$ cat config.mk
export PLATFORM = sky130hd
export DESIGN_NAME = branch_ctrl
export DESIGN_NICKNAME = d
export VERILOG_FILES = /design/src/rtl/branch_ctrl.sv
export SDC_FILE = /design/constraint.sdc
export NUM_CORES = 1
export LEC_CHECK = 0
export ABC_AREA = 1
export CAP_MARGIN = 20
export CORE_AREA = 2 2 183 185
export DETAILED_ROUTE_END_ITERATION = 16
export DIE_AREA = 0 0 185 187
export GPL_TIMING_DRIVEN = 0
export PLACE_DENSITY = 0.59
export SLEW_MARGIN = 40
export SYNTH_ARGS = -nofsm -noshare
export SYNTH_HDL_FRONTEND = slang
export SYNTH_SLANG_ARGS = --single-unit
$ cat constraint.sdc
create_clock -name clk -period 5.56 [get_ports clk]
set_clock_uncertainty 0.05 [all_clocks]
set_input_delay 1.112 -clock clk [delete_from_list [all_inputs] [get_ports clk]]
set_output_delay 1.112 -clock clk [all_outputs]
set_load 0.02 [all_outputs]
$ cat src/rtl/branch_ctrl.sv
// Decode-side branch resolver for LEGv8: classifies branches, waits on pending flag writers,
// issues a one-cycle redirect to fetch and squashes wrong-path instructions afterwards.
module branch_ctrl #(
    parameter int unsigned FLUSH_CYCLES = 1,
    parameter int unsigned LINK_REG     = 30
) (
    input  logic        clk,
    input  logic        reset,
    input  logic        instr_valid,
    output logic        instr_ready,
    input  logic [31:0] instr,
    input  logic [63:0] instr_pc,
    input  logic [63:0] rt_val,
    input  logic [63:0] rn_val,
    input  logic        flag_n,
    input  logic        flag_z,
    input  logic        flag_c,
    input  logic        flag_v,
    input  logic        flag_pending,
    output logic        is_BR,
    output logic        UncondBr,
    output logic        BrTaken,
    output logic [25:0] Imm26,
    output logic [18:0] Imm19,
    output logic [63:0] BR_addr,
    output logic [63:0] cur_pc,
    output logic        flush,
    output logic        lr_we,
    output logic [63:0] lr_data
);

    localparam int unsigned FlushLen  = (FLUSH_CYCLES == 0) ? 1 : FLUSH_CYCLES;
    localparam logic [2:0]  FlushLoad = 3'(FlushLen - 1);
    // X31 is the zero register, so a link into it is dropped.
    localparam logic        LinkWritable = (LINK_REG != 31);

    typedef enum logic [1:0] {StIdle, StWaitFlags, StRedirect, StFlush} state_e;
    typedef enum logic [2:0] {KindNone, KindB, KindBl, KindCbz, KindBcond, KindBr} kind_e;

    state_e      state_q, state_d;
    kind_e       kind_q, kind_d, dec_kind;
    logic [25:0] imm_q, imm_d;
    logic [63:0] pc_q, pc_d;
    logic [63:0] rn_q, rn_d;
    logic        taken_q, taken_d;
    logic [2:0]  cnt_q, cnt_d;

    function automatic logic cond_met(input logic [3:0] cond, input logic n, input logic z,
                                      input logic c, input logic v);
        logic r;
        unique case (cond)
            4'h0: r = z;
            4'h1: r = !z;
            4'h2: r = c;
            4'h3: r = !c;
            4'h4: r = n;
            4'h5: r = !n;
            4'h6: r = v;
            4'h7: r = !v;
            4'h8: r = c && !z;
            4'h9: r = !(c && !z);
            4'hA: r = (n == v);
            4'hB: r = (n != v);
            4'hC: r = !z && (n == v);
            4'hD: r = !(!z && (n == v));
            default: r = 1'b1;
        endcase
        return r;
    endfunction

    always_comb begin
        dec_kind = KindNone;
        if (instr[31:26] == 6'b000101)             dec_kind = KindB;
        else if (instr[31:26] == 6'b100101)        dec_kind = KindBl;
        else if (instr[31:24] == 8'b10110100)      dec_kind = KindCbz;
        else if (instr[31:24] == 8'b01010100)      dec_kind = KindBcond;
        else if (instr[31:21] == 11'b11010110000)  dec_kind = KindBr;
    end

    always_comb begin
        state_d     = state_q;
        kind_d      = kind_q;
        imm_d       = imm_q;
        pc_d        = pc_q;
        rn_d        = rn_q;
        taken_d     = taken_q;
        cnt_d       = cnt_q;
        instr_ready = 1'b0;
        is_BR       = 1'b0;
        UncondBr    = 1'b0;
        BrTaken     = 1'b0;
        flush       = 1'b0;
        lr_we       = 1'b0;
        lr_data     = '0;

        unique case (state_q)
            StIdle: begin
                instr_ready = reset;
                if (instr_valid && dec_kind != KindNone) begin
                    kind_d = dec_kind;
                    imm_d  = instr[25:0];
                    pc_d   = instr_pc;
                    if (dec_kind == KindBr) rn_d = rn_val;
                    if (dec_kind == KindCbz) begin
                        taken_d = (rt_val == '0);
                    end else if (dec_kind == KindBcond) begin
                        taken_d = cond_met(instr[3:0], flag_n, flag_z, flag_c, flag_v);
                    end else begin
                        taken_d = 1'b1;
                    end
                    state_d = (dec_kind == KindBcond && flag_pending) ? StWaitFlags : StRedirect;
                end
            end
            StWaitFlags: begin
                if (!flag_pending) begin
                    taken_d = cond_met(imm_q[3:0], flag_n, flag_z, flag_c, flag_v);
                    state_d = StRedirect;
                end
            end
            StRedirect: begin
                unique case (kind_q)
                    KindB: begin
                        UncondBr = 1'b1;
                        BrTaken  = 1'b1;
                    end
                    KindBl: begin
                        UncondBr = 1'b1;
                        BrTaken  = 1'b1;
                        lr_we    = LinkWritable;
                        lr_data  = pc_q + 64'd4;
                    end
                    KindBr:              is_BR   = 1'b1;
                    KindCbz, KindBcond:  BrTaken = taken_q;
                    default: ;
                endcase
                if (BrTaken || is_BR) begin
                    state_d = StFlush;
                    cnt_d   = FlushLoad;
                end else begin
                    state_d = StIdle;
                end
            end
            StFlush: begin
                flush = 1'b1;
                if (cnt_q == '0) state_d = StIdle;
                else             cnt_d   = cnt_q - 3'd1;
            end
            default: state_d = StIdle;
        endcase
    end

    always_ff @(posedge clk) begin
        if (!reset) begin
            state_q <= StIdle;
            kind_q  <= KindNone;
            imm_q   <= '0;
            pc_q    <= '0;
            rn_q    <= '0;
            taken_q <= 1'b0;
            cnt_q   <= '0;
        end else begin
            state_q <= state_d;
            kind_q  <= kind_d;
            imm_q   <= imm_d;
            pc_q    <= pc_d;
            rn_q    <= rn_d;
            taken_q <= taken_d;
            cnt_q   <= cnt_d;
        end
    end

    // Target fields hold the last accepted branch; fetch only looks at them during a redirect.
    assign Imm26   = imm_q;
    assign Imm19   = imm_q[23:5];
    assign cur_pc  = pc_q;
    assign BR_addr = rn_q;

endmodule

==> flow_metrics.env <==
export IMPL_status="finished clean"
export IMPL_post_route_cell_area_mm2=0.0150
export IMPL_cp_required_ns=4.40
export IMPL_finalSetupTns_ns=0
export IMPL_power_frac_seq=0.435
export IMPL_final_instance_count_excl_fill=2351
export IMPL_syn_inst=1395
export IMPL_antenna_found_initial=6
export IMPL_ant_nets=0
export IMPL_cts_resized=0
export IMPL_synth_area_per_cell_um2=6.53
export IMPL_pre_cts_slack_ns=1.07
export IMPL_post_dp_hpwl_um=36300
export IMPL_cts_htree_levels=4
export IMPL_p_int_mw=2.03
export IMPL_grt_usage=0.250
export IMPL_fmax_mhz=213
export IMPL_synth_area_mm2=0.00911
export IMPL_final_layout_size_suffix_gt1_frac=0.0857
export IMPL_rsz0062_at_grt="no"
export IMPL_clk_pin_slew_ns=0.07
export IMPL_pwr_share_comb=0.124
export IMPL_die_x_um=185
export IMPL_ys_seq_elements=163
export IMPL_clockBufferDepth=2
export IMPL_n_fill_cell=3449
export IMPL_drt_initial_drc_count=599
export IMPL_coreArea_mm2=0.0329
export IMPL_dr_pass1_iters=8
export IMPL_wl_um=43900
export IMPL_ys_types=37
export IMPL_start_kind="flip-flop"
export IMPL_initial_utilization=0.277
export IMPL_clock_root_buffer="clkbuf_16"
export IMPL_end_kind="output port"
export IMPL_clkSinkCount=163
export IMPL_cts_tree="yes"
export IMPL_route_detailed_drc=0
export IMPL_num_rows=67
export IMPL_wl_per_cell_um=18.7
export IMPL_gp_congestion=0.935
export IMPL_die_h_um=187
export IMPL_drv_slew=0
export IMPL_fin_ws_ns=0.870
export IMPL_critPathKind="reg2out"
export IMPL_clk_latency_ns=0.46
export IMPL_via_per_inst=4.74
export IMPL_ir_drop_mv=0.201
export IMPL_port_buffers=474
export IMPL_cts_buffers=17
export IMPL_cts_hold_repair_buffers=0
export IMPL_hold_viol_final=0
export IMPL_overflow=0
export IMPL_switching_share=0.263
export IMPL_placed_cell_area_mm2=0.0144
export IMPL_synth_ff_type="dfxtp_1"
export IMPL_grt_max_degree=17
export IMPL_ys_seq_area_frac=0.358
export IMPL_synth_edff_count=0
export IMPL_r2r_slack_ns=3.82
export IMPL_worstPathMaxFanout=7
export IMPL_postCtsSetupRepairBufs=0
export IMPL_holdWs_ns=0.401
export IMPL_area_growth_syn_to_layout_pct=64.6
export IMPL_clkPwrFrac=0.441
export IMPL_nNetsFinal=2123
export IMPL_fin_crit_ns=4.69
export IMPL_die_area_mm2=0.0346
export IMPL_syn_nets=1630
export IMPL_setup_viol=0
export IMPL_worst_slew_pin_slew_ns=0.621
export IMPL_min_delay_path_class="reg2reg"
export IMPL_p_sw_mw=0.724
export IMPL_slew_headroom=0.586
export IMPL_leakage_nw=5.06
export IMPL_vias=11100
export IMPL_async_flop_share=0
export IMPL_arrival_ns=3.53
export IMPL_grt_pass1_wl_um=65200
export IMPL_ys_warn_count=0
export IMPL_finalCritPeriodShare=0.844
export IMPL_grt_pass1_vias=11100
export IMPL_io_pin_count=475
export IMPL_maxCapViolCount=0
export IMPL_dpl_cell_count=2317
export IMPL_p_per_area_mw_per_mm2=184
==> cell type report <==
cell class / instances / area (um^2) / area share
Sequential cell: 163 / 3260 / 0.218
Inverter: 161 / 604 / 0.0403
Clock inverter: 13 / 123 / 0.00818
Buffer: 77 / 454 / 0.0303
Timing Repair Buffer: 474 / 4740 / 0.316
Antenna cell: 2 / 5.00 / 0.000334
Clock buffer: 19 / 453 / 0.0302
Tap cell: 448 / 561 / 0.0374
Multi-Input combinational cell: 994 / 4780 / 0.319
==> flip-flops by register name, summed over array words and instances (netlist names) <==
signal and flops:
cnt_q 3, cur_pc 64, state_q 2, kind_q 3, Imm26 26, taken_q 1
BR_addr 64
==> synth_stat cells (2+ instances only) <==
cell type    n  area share
a211oi_1     4      0.0033
a21oi_1    157       0.086
a21oi_2     25       0.024
and2_1       2      0.0014
buf_2       24       0.013
buf_4       20       0.016
buf_6        8      0.0099
clkbuf_1    25       0.010
clkinv_1     2     0.00082
dfxtp_1    163        0.36
ha_1         3      0.0041
inv_1      143       0.059
inv_2       16      0.0066
nand2_1    314        0.13
nand2_2      3      0.0021
nand3_1     85       0.047
nand3b_1     5      0.0041
nand4_1     22       0.015
nor2_1     159       0.066
nor2_2      10      0.0069
nor2_4       2      0.0025
nor3_1      40       0.022
nor3_2      19       0.021
nor3b_1      2      0.0016
nor4_1       2      0.0014
o21ai_0     68       0.037
o21ai_1     46       0.025
xor2_1      17       0.016
==> logic make-up (layout without fill, tap and decap cells) <==
group                      count (synthesis)  in the layout  synth area share
buffers and inverters                    238            744             0.116
xor gates and xnor gates                  17             17            0.0164
AOI/OAI and AO/OA                        303            303             0.179
and+or+nand+nor                          671            671             0.326
DFF                                      163            163             0.358
other                                      0              2                 0
adders and majority gates                  3              3           0.00412
==> power groups by stage <==
stage,sequential (mW),clock [mW],combinational [mW]
6_report,1.20,1.22,0.342
5_1_grt,1.20,1.28,0.369
3_5_place_dp,1.22,0,0.342
2_1_floorplan,1.23,0,0.0924
4_1_cts,1.20,1.24,0.344
3_3_place_gp,1.22,0,0.340
==> layout by cell type (no fill, tap or decap), types with 5 or more instances in the layout <==
| master | instances |
|---|---|
| clkdlybuf4s50_1 | 474 |
| nand2_1 | 314 |
| dfxtp_1 | 163 |
| nor2_1 | 159 |
| a21oi_1 | 157 |
| inv_1 | 143 |
| nand3_1 | 85 |
| o21ai_0 | 68 |
| o21ai_1 | 46 |
| nor3_1 | 40 |
| clkbuf_1 | 25 |
| a21oi_2 | 25 |
| buf_2 | 24 |
| nand4_1 | 22 |
| buf_4 | 20 |
| nor3_2 | 19 |
| xor2_1 | 17 |
| clkbuf_16 | 17 |
| inv_2 | 16 |
| nor2_2 | 10 |
| buf_6 | 8 |
| nand3b_1 | 5 |
==> metrics by stage <==
stage	total power, mW	util
6_report	2.75	0.456
5_1_grt	2.85	0.456
4_1_cts	2.78	0.456
3_5_place_dp	1.57	0.439
3_3_place_gp	1.56	0.439
2_1_floorplan	1.33	-
==> worst max-delay path: stages (launching register included) <==
cell	delay [ns]
dfxtp_1	0.64
ha_1	0.29
nand2_1	0.09
nor2_2	0.15
nand2_2	0.18
nor2_4	0.25
nand4_1	0.23
clkinv_1	0.18
nand3_1	0.10
a21oi_1	0.27
clkdlybuf4s50_1	0.69
==> metal layers <==
layer	routed length, um	vias to the layer above	track usage
met2	20900	459	0.431
met4	1530	6	0.0946
met1	17500	5085	0.287
met5	41	-	0
met3	3950	76	0.0802
li1	-	5519	-
==> path summary, 6_finish.rpt <==
kind / from / endpoint / cells after the start
worst max-delay path: cur_pc[2]$_SDFFE_PN0P_ / lr_data[56] / 10
worst min register to register: Imm26[25]$_SDFFE_PN0P_ / Imm26[25]$_SDFFE_PN0P_ / 2
worst min-delay path: Imm26[25]$_SDFFE_PN0P_ / Imm26[25]$_SDFFE_PN0P_ / 2
worst max register to register: state_q[1]$_SDFFE_PN0P_ / cur_pc[54]$_SDFFE_PN0P_ / 6
Note: power is estimated with default switching activity, not from simulation.
